[src/rtl/res_station_pool_if.sv]
// Issue, CDB and dispatch signals of res_station_pool.
// master = issue stage / CDB / functional unit side, slave = the station.
interface res_station_pool_if #(
  parameter int DEPTH  = 3,
  parameter int DATA_W = 16,
  parameter int TAG_W  = 3,
  parameter int OP_W   = 3
);
  logic              Issue_valid;
  logic              Issue_ready;
  logic [OP_W-1:0]   Issue_op;
  logic [2:0]        Issue_rd;
  logic [DATA_W-1:0] Issue_Vj;
  logic [DATA_W-1:0] Issue_Vk;
  logic [TAG_W-1:0]  Issue_Qj;
  logic [TAG_W-1:0]  Issue_Qk;
  logic [TAG_W-1:0]  Issue_tag;
  logic              CDB_valid;
  logic [TAG_W-1:0]  CDB_tag;
  logic [DATA_W-1:0] CDB_value;
  logic              Disp_valid;
  logic              Disp_ready;
  logic [OP_W-1:0]   Disp_op;
  logic [DATA_W-1:0] Disp_Vj;
  logic [DATA_W-1:0] Disp_Vk;
  logic [TAG_W-1:0]  Disp_tag;
  logic [2:0]        Disp_rd;
  logic [DEPTH-1:0]  Busy_mask;

  modport master (
    output Issue_valid, Issue_op, Issue_rd, Issue_Vj, Issue_Vk, Issue_Qj, Issue_Qk,
    output CDB_valid, CDB_tag, CDB_value, Disp_ready,
    input  Issue_ready, Issue_tag, Disp_valid, Disp_op, Disp_Vj, Disp_Vk,
    input  Disp_tag, Disp_rd, Busy_mask
  );

  modport slave (
    input  Issue_valid, Issue_op, Issue_rd, Issue_Vj, Issue_Vk, Issue_Qj, Issue_Qk,
    input  CDB_valid, CDB_tag, CDB_value, Disp_ready,
    output Issue_ready, Issue_tag, Disp_valid, Disp_op, Disp_Vj, Disp_Vk,
    output Disp_tag, Disp_rd, Busy_mask
  );
endinterface

[src/rtl/res_station_pool.sv]
// DEPTH-entry Tomasulo reservation station sharing one functional unit.
// Optional RS_AGE_ORDER_EN: dispatch the oldest READY entry instead of the lowest index.
module res_station_pool #(
  parameter int DEPTH    = 3,
  parameter int DATA_W   = 16,
  parameter int TAG_W    = 3,
  parameter int OP_W     = 3,
  parameter int TAG_BASE = 1
) (
  input logic               Clock,
  input logic               Reset,
  res_station_pool_if.slave bus
);

  localparam int IDX_W = (DEPTH > 1) ? $clog2(DEPTH) : 1;
  localparam logic [DATA_W-1:0] SENTINEL = DATA_W'(16'hFFF0);

  typedef enum logic [1:0] {FREE, WAIT, READY, EXEC} ent_state_e;

  ent_state_e        st_q [DEPTH];
  ent_state_e        st_d [DEPTH];
  logic [OP_W-1:0]   op_q [DEPTH];
  logic [OP_W-1:0]   op_d [DEPTH];
  logic [2:0]        rd_q [DEPTH];
  logic [2:0]        rd_d [DEPTH];
  logic [DATA_W-1:0] vj_q [DEPTH];
  logic [DATA_W-1:0] vj_d [DEPTH];
  logic [DATA_W-1:0] vk_q [DEPTH];
  logic [DATA_W-1:0] vk_d [DEPTH];
  logic [TAG_W-1:0]  qj_q [DEPTH];
  logic [TAG_W-1:0]  qj_d [DEPTH];
  logic [TAG_W-1:0]  qk_q [DEPTH];
  logic [TAG_W-1:0]  qk_d [DEPTH];

  logic              any_free;
  logic [IDX_W-1:0]  free_idx;
  logic              disp_found;
  logic [IDX_W-1:0]  disp_sel;
  logic [DEPTH-1:0]  busy;
  logic              issue_fire;
  logic              disp_fire;
  logic              fwd_j;
  logic              fwd_k;

`ifdef RS_AGE_ORDER_EN
  logic [IDX_W-1:0]  age_q [DEPTH];
  logic [IDX_W-1:0]  age_d [DEPTH];
  logic [IDX_W-1:0]  best_age;
  logic [IDX_W-1:0]  free_age;
  logic              free_hit;
  int unsigned       busy_cnt;
`endif

  function automatic logic [TAG_W-1:0] own_tag(input int unsigned i);
    return TAG_W'(TAG_BASE + i);
  endfunction

  always_ff @(posedge Clock) begin
    if (Reset) begin
      for (int unsigned i = 0; i < DEPTH; i++) begin
        st_q[i] <= FREE;
        op_q[i] <= '0;
        rd_q[i] <= '0;
        vj_q[i] <= SENTINEL;
        vk_q[i] <= SENTINEL;
        qj_q[i] <= '0;
        qk_q[i] <= '0;
`ifdef RS_AGE_ORDER_EN
        age_q[i] <= '0;
`endif
      end
    end else begin
      for (int unsigned i = 0; i < DEPTH; i++) begin
        st_q[i] <= st_d[i];
        op_q[i] <= op_d[i];
        rd_q[i] <= rd_d[i];
        vj_q[i] <= vj_d[i];
        vk_q[i] <= vk_d[i];
        qj_q[i] <= qj_d[i];
        qk_q[i] <= qk_d[i];
`ifdef RS_AGE_ORDER_EN
        age_q[i] <= age_d[i];
`endif
      end
    end
  end

  always_comb begin
    issue_fire = bus.Issue_valid && bus.Issue_ready;
    disp_fire  = disp_found && bus.Disp_ready;
    fwd_j      = (bus.Issue_Qj != '0) && bus.CDB_valid && (bus.Issue_Qj == bus.CDB_tag);
    fwd_k      = (bus.Issue_Qk != '0) && bus.CDB_valid && (bus.Issue_Qk == bus.CDB_tag);
`ifdef RS_AGE_ORDER_EN
    // Ages are ranks among busy entries (0 = oldest); a free closes the gap above it.
    free_hit = 1'b0;
    free_age = '0;
    busy_cnt = 0;
    for (int unsigned i = 0; i < DEPTH; i++) begin
      if (st_q[i] != FREE) busy_cnt++;
      if (st_q[i] == EXEC && bus.CDB_valid && bus.CDB_tag == own_tag(i)) begin
        free_hit = 1'b1;
        free_age = age_q[i];
      end
    end
`endif
    for (int unsigned i = 0; i < DEPTH; i++) begin
      st_d[i] = st_q[i];
      op_d[i] = op_q[i];
      rd_d[i] = rd_q[i];
      vj_d[i] = vj_q[i];
      vk_d[i] = vk_q[i];
      qj_d[i] = qj_q[i];
      qk_d[i] = qk_q[i];
`ifdef RS_AGE_ORDER_EN
      age_d[i] = age_q[i];
      if (st_q[i] != FREE && free_hit && age_q[i] > free_age) age_d[i] = age_q[i] - 1'b1;
`endif
      case (st_q[i])
        FREE: begin
          if (issue_fire && free_idx == IDX_W'(i)) begin
            op_d[i] = bus.Issue_op;
            rd_d[i] = bus.Issue_rd;
            vj_d[i] = fwd_j ? bus.CDB_value : bus.Issue_Vj;
            vk_d[i] = fwd_k ? bus.CDB_value : bus.Issue_Vk;
            qj_d[i] = fwd_j ? '0 : bus.Issue_Qj;
            qk_d[i] = fwd_k ? '0 : bus.Issue_Qk;
            st_d[i] = (qj_d[i] == '0 && qk_d[i] == '0) ? READY : WAIT;
`ifdef RS_AGE_ORDER_EN
            age_d[i] = IDX_W'(busy_cnt - (free_hit ? 1 : 0));
`endif
          end
        end
        WAIT: begin
          if (bus.CDB_valid && qj_q[i] != '0 && qj_q[i] == bus.CDB_tag) begin
            vj_d[i] = bus.CDB_value;
            qj_d[i] = '0;
          end
          if (bus.CDB_valid && qk_q[i] != '0 && qk_q[i] == bus.CDB_tag) begin
            vk_d[i] = bus.CDB_value;
            qk_d[i] = '0;
          end
          if (qj_d[i] == '0 && qk_d[i] == '0) st_d[i] = READY;
        end
        READY: begin
          if (disp_fire && disp_sel == IDX_W'(i)) st_d[i] = EXEC;
        end
        default: begin
          if (bus.CDB_valid && bus.CDB_tag == own_tag(i)) begin
            st_d[i] = FREE;
            op_d[i] = '0;
            rd_d[i] = '0;
            vj_d[i] = SENTINEL;
            vk_d[i] = SENTINEL;
            qj_d[i] = '0;
            qk_d[i] = '0;
`ifdef RS_AGE_ORDER_EN
            age_d[i] = '0;
`endif
          end
        end
      endcase
    end
  end

  always_comb begin
    any_free   = 1'b0;
    free_idx   = '0;
    disp_found = 1'b0;
    disp_sel   = '0;
    busy       = '0;
`ifdef RS_AGE_ORDER_EN
    best_age   = '0;
`endif
    for (int unsigned i = 0; i < DEPTH; i++) begin
      busy[i] = (st_q[i] != FREE);
      if (st_q[i] == FREE && !any_free) begin
        any_free = 1'b1;
        free_idx = IDX_W'(i);
      end
`ifdef RS_AGE_ORDER_EN
      if (st_q[i] == READY && (!disp_found || age_q[i] < best_age)) begin
        disp_found = 1'b1;
        disp_sel   = IDX_W'(i);
        best_age   = age_q[i];
      end
`else
      if (st_q[i] == READY && !disp_found) begin
        disp_found = 1'b1;
        disp_sel   = IDX_W'(i);
      end
`endif
    end
    bus.Busy_mask   = busy;
    bus.Issue_ready = any_free && !Reset;
    bus.Issue_tag   = any_free ? own_tag(32'(free_idx)) : '0;
    bus.Disp_valid  = disp_found;
    if (disp_found) begin
      bus.Disp_op  = op_q[disp_sel];
      bus.Disp_rd  = rd_q[disp_sel];
      bus.Disp_Vj  = vj_q[disp_sel];
      bus.Disp_Vk  = vk_q[disp_sel];
      bus.Disp_tag = own_tag(32'(disp_sel));
    end else begin
      bus.Disp_op  = '0;
      bus.Disp_rd  = '0;
      bus.Disp_Vj  = SENTINEL;
      bus.Disp_Vk  = SENTINEL;
      bus.Disp_tag = '0;
    end
  end

endmodule

[src/flat_wrapper.sv]
// flat-port wrapper written by rule: the top's interface ports become plain ports
module res_station_pool_flat 
#(
  parameter int DEPTH    = 3,
  parameter int DATA_W   = 16,
  parameter int TAG_W    = 3,
  parameter int OP_W     = 3,
  parameter int TAG_BASE = 1
)
  (Clock, Reset, bus_Issue_valid, bus_Issue_op, bus_Issue_rd, bus_Issue_Vj, bus_Issue_Vk, bus_Issue_Qj, bus_Issue_Qk, bus_CDB_valid, bus_CDB_tag, bus_CDB_value, bus_Disp_ready, bus_Issue_ready, bus_Issue_tag, bus_Disp_valid, bus_Disp_op, bus_Disp_Vj, bus_Disp_Vk, bus_Disp_tag, bus_Disp_rd, bus_Busy_mask);
  res_station_pool_if #(.DEPTH(DEPTH), .DATA_W(DATA_W), .TAG_W(TAG_W), .OP_W(OP_W)) bus_i ();
  input logic Clock;
  input logic Reset;
  input wire logic [$bits(bus_i.Issue_valid)-1:0] bus_Issue_valid;
  input wire logic [$bits(bus_i.Issue_op)-1:0] bus_Issue_op;
  input wire logic [$bits(bus_i.Issue_rd)-1:0] bus_Issue_rd;
  input wire logic [$bits(bus_i.Issue_Vj)-1:0] bus_Issue_Vj;
  input wire logic [$bits(bus_i.Issue_Vk)-1:0] bus_Issue_Vk;
  input wire logic [$bits(bus_i.Issue_Qj)-1:0] bus_Issue_Qj;
  input wire logic [$bits(bus_i.Issue_Qk)-1:0] bus_Issue_Qk;
  input wire logic [$bits(bus_i.CDB_valid)-1:0] bus_CDB_valid;
  input wire logic [$bits(bus_i.CDB_tag)-1:0] bus_CDB_tag;
  input wire logic [$bits(bus_i.CDB_value)-1:0] bus_CDB_value;
  input wire logic [$bits(bus_i.Disp_ready)-1:0] bus_Disp_ready;
  output wire logic [$bits(bus_i.Issue_ready)-1:0] bus_Issue_ready;
  output wire logic [$bits(bus_i.Issue_tag)-1:0] bus_Issue_tag;
  output wire logic [$bits(bus_i.Disp_valid)-1:0] bus_Disp_valid;
  output wire logic [$bits(bus_i.Disp_op)-1:0] bus_Disp_op;
  output wire logic [$bits(bus_i.Disp_Vj)-1:0] bus_Disp_Vj;
  output wire logic [$bits(bus_i.Disp_Vk)-1:0] bus_Disp_Vk;
  output wire logic [$bits(bus_i.Disp_tag)-1:0] bus_Disp_tag;
  output wire logic [$bits(bus_i.Disp_rd)-1:0] bus_Disp_rd;
  output wire logic [$bits(bus_i.Busy_mask)-1:0] bus_Busy_mask;
  assign bus_i.Issue_valid = bus_Issue_valid;
  assign bus_i.Issue_op = bus_Issue_op;
  assign bus_i.Issue_rd = bus_Issue_rd;
  assign bus_i.Issue_Vj = bus_Issue_Vj;
  assign bus_i.Issue_Vk = bus_Issue_Vk;
  assign bus_i.Issue_Qj = bus_Issue_Qj;
  assign bus_i.Issue_Qk = bus_Issue_Qk;
  assign bus_i.CDB_valid = bus_CDB_valid;
  assign bus_i.CDB_tag = bus_CDB_tag;
  assign bus_i.CDB_value = bus_CDB_value;
  assign bus_i.Disp_ready = bus_Disp_ready;
  assign bus_Issue_ready = bus_i.Issue_ready;
  assign bus_Issue_tag = bus_i.Issue_tag;
  assign bus_Disp_valid = bus_i.Disp_valid;
  assign bus_Disp_op = bus_i.Disp_op;
  assign bus_Disp_Vj = bus_i.Disp_Vj;
  assign bus_Disp_Vk = bus_i.Disp_Vk;
  assign bus_Disp_tag = bus_i.Disp_tag;
  assign bus_Disp_rd = bus_i.Disp_rd;
  assign bus_Busy_mask = bus_i.Busy_mask;
  res_station_pool #(.DEPTH(DEPTH), .DATA_W(DATA_W), .TAG_W(TAG_W), .OP_W(OP_W), .TAG_BASE(TAG_BASE)) u_core (.Clock(Clock), .Reset(Reset), .bus(bus_i));
endmodule
[config.mk]
export PLATFORM = sky130hd
export DESIGN_NAME = res_station_pool_flat
export DESIGN_NICKNAME = d
export VERILOG_FILES = /design/src/rtl/res_station_pool_if.sv /design/src/rtl/res_station_pool.sv /design/src/flat_wrapper.sv
export SDC_FILE = /design/constraint.sdc
export NUM_CORES = 1
export LEC_CHECK = 0
export BUFFER_PORTS_ARGS = -buffer_cell sky130_fd_sc_hd__clkbuf_2
export CAP_MARGIN = 20
export CORE_MARGIN = 2
export CORE_UTILIZATION = 45
export DETAILED_ROUTE_END_ITERATION = 16
export PLACE_DENSITY = 0.7
export SLEW_MARGIN = 10
export SYNTH_ARGS = -nofsm -noshare
export SYNTH_HDL_FRONTEND = slang
export SYNTH_SLANG_ARGS = --single-unit
export TNS_END_PERCENT = 1
[constraint.sdc]
create_clock -name Clock -period 4.3 [get_ports Clock]
set_clock_uncertainty 0.2 [all_clocks]
set_input_delay 0.645 -clock Clock [delete_from_list [all_inputs] [get_ports Clock]]
set_output_delay 0.645 -clock Clock [all_outputs]
set_load 0.005 [all_outputs]
==> results_dict.tcl <==
set metrics [dict create \
    status "completed" \
    ys.flop_type "edfxtp_1" \
    drc_errors 0 \
    arrival_ns 3.63 \
    rsz0062_at_grt "no" \
    synth.area.top_cells "edfxtp_1 (44%), a221o_1 (9.3%), dfxtp_1 (6.2%)" \
    antenna_cells 0 \
    ios 117 \
    core_um2 16700 \
    max_freq_mhz 282.9 \
    synth_most_common_cell "edfxtp_1" \
    maxSlewHeadroom_pct 21.53 \
    cts_tree "built" \
    ir_worst_vdd_uv 339.5 \
    place_congestion 0.8434 \
    placed_area_um2 8451 \
    required_ns 4.39 \
    pwr-share-comb_pct 38.1 \
    p_int_w 0.003861 \
    cts_made_buffers 17 \
    tns_ns 0 \
    finalHoldViolCount 0 \
    die_x_um 135.2 \
    grt_pass1_wl_um 34290 \
    crit_fanout 26 \
    wl_um 22450 \
    crit_start "u_core.st_q[0][0]" \
    p_sw_w 0.002226 \
    setup-violations-final 0 \
    drv_cap 0 \
    p_total_w 0.006088 \
    clock_sinks 138 \
    initial_core_util_pct 46.34 \
    power.leakage_nw 3.274 \
    r2r_start "u_core.st_q[0][0]" \
    dr.pass1.iters 7 \
    p_clk_share_pct 25.1 \
    path_class "flip-flop to flip-flop" \
    drtAntennaViolNets 0 \
    worst_pin_slew_ns 1.177 \
    cts.path.max_buffers 2 \
    grt_antenna_before_repair 0 \
    seq_power_share_pct 36.8 \
    drtIter0Drc 655 \
    dieArea_um2 18270 \
    fin_nets 910 \
    synth_cells 745 \
    power.density_nw_per_um2 671.6 \
    hold_path.class "flip-flop to flip-flop" \
    hold-worst-slack_ns 0.2880 \
    yosysTopAreaCellShare_pct 44.23 \
    avgRoutedWirePerCell_um 21.14 \
    vias 6756 \
    drive_gt1_share_pct 22.68 \
    end_kind "flip-flop" \
    cts_root_buffer "clkbuf_16" \
    fp-row-count 47 \
    synth_top_area_cell "edfxtp_1" \
    grt_max_degree 48 \
    postCtsSetupBuffers 0 \
    cts.hold.buffers_added 0 \
    grt_pass1_vias 6460 \
    area_growth_pct 17.10 \
    ys_seq_area_share_pct 50.44 \
    synthArstFlopShare_pct 0 \
    synth_common_cells "edfxtp_1 (114), a221o_1 (72), nand2_1 (65)" \
    yosysWarnings 0 \
    ys_seq_elements 138 \
    synth_edf_count 114 \
    htreeDepth 4 \
    syn_area_um2 7740 \
    die_h_um 135.2 \
    clkTransAtPathRegs_ns 0.07 \
    fin_area_um2 9064 \
    fill_cells 1467 \
    synthDistinctLibCells 65 \
    period_needed_ns 3.535 \
    post_cts_resized 0 \
    switching_share_pct 36.57 \
    insertion_delay_ns 0.43 \
    portBuffers 114 \
    startpoint_type "flip-flop" \
    dpl.hpwl_um 15040 \
    slew_violations 0 \
    hold_start "u_core.qj_q[0][4]" \
    track_usage_pct 24.58 \
    grt.overflow.total 0 \
    syn_avg_cell_area_um2 10.39 \
    period_share_pct 82.21 \
    avgViaCountPerCell 6.362 \
]
-- stage by stage --
step / util, % / worst slack, ns / std cells
after floorplan: - / 0.8756 / 746
after global placement: 50.60 / 0.9700 / 1031
after detailed placement: 50.60 / 0.8395 / 1031
after CTS: 54.27 / 0.8947 / 1062
after global routing: 54.27 / 0.6804 / 1062
final: 54.27 / 0.7651 / 1062
-- flip-flops by register name, summed over array words and instances (netlist names) --
register / flops
u_core.op_q: 9
u_core.qj_q: 9
u_core.qk_q: 9
u_core.rd_q: 9
u_core.st_q: 6
u_core.vj_q: 48
u_core.vk_q: 48
-- cell usage in the layout (no fill, tap or decap), types with 6 or more instances in the layout --
cell type  count
a211oi_1       6
nand2_1       65
clkbuf_16     17
a22oi_1       36
or3_1          6
nand3_1        9
xnor2_1       15
dfxtp_1       24
o22ai_1       32
a21oi_1       10
clkbuf_2     114
ha_1          11
buf_4         19
o21ai_0       50
a221o_1       72
or2_2         10
and2_1        16
inv_1         14
a32oi_1       15
and3_1        19
edfxtp_1     114
nand2b_1       7
o21a_1         7
nor2_1        61
-- metal layers --
layer  track usage (%)  vias up  wire length (um)
li1                  -     3104                 -
met1             31.62     3337              9481
met2             41.12      272             11040
met3             4.826       43              1364
met4             9.491        0               562
met5                 0        -                 0
-- critical path: stages (launching register included) --
cell      delay (ns)
dfxtp_1         0.34
inv_1           0.14
ha_1            0.49
buf_4           0.42
nand2b_1        0.20
a211oi_1        0.08
o31ai_1         0.16
o22ai_2         0.21
o22ai_1         0.91
a221o_1         0.23
-- power groups by stage --
stage / Combinational [W] / Clock, W / Sequential (W)
after floorplan: 0.00162 / 0 / 0.00222
after global placement: 0.00223 / 0 / 0.00225
after detailed placement: 0.00228 / 0 / 0.00226
after CTS: 0.00228 / 0.00154 / 0.00224
after global routing: 0.00253 / 0.00159 / 0.00228
final: 0.00232 / 0.00153 / 0.00224
-- cell type report --
type	count	area (um2)	area share [%]
Timing Repair Buffer	133	713.2	7.869
Clock inverter	14	187.7	2.071
Sequential cell	138	3904	43.07
Tap cell	220	275.3	3.037
Clock buffer	17	425.4	4.694
Multi-Input combinational cell	525	3502	38.64
Inverter	15	56.30	0.6212
-- worst paths after layout --
kind	endpoint	slack [ns]	cells after the start
worst min register to register	u_core.qj_q[0][4]	0.29	2
worst max register to register	u_core.vk_q[0][11]	0.77	9
worst min-delay path	u_core.qj_q[0][4]	0.29	2
worst max-delay path	u_core.vk_q[0][11]	0.77	9
-- cells by family (layout without fill, tap and decap cells) --
logic type | Yosys count | in the layout | synth area share, %
and+or+nand+nor | 219 | 219 | 13.89
other | 1 | 2 | 0.04845
buffers and inverters | 83 | 179 | 4.478
muxes | 2 | 2 | 0.2748
DFF | 138 | 138 | 50.44
xor gates and xnor gates | 16 | 16 | 1.811
AOI/OAI and AO/OA | 274 | 274 | 27.13
adders and majority gates | 12 | 12 | 1.940
No activity file was read; power rests on OpenSTA's default activity.
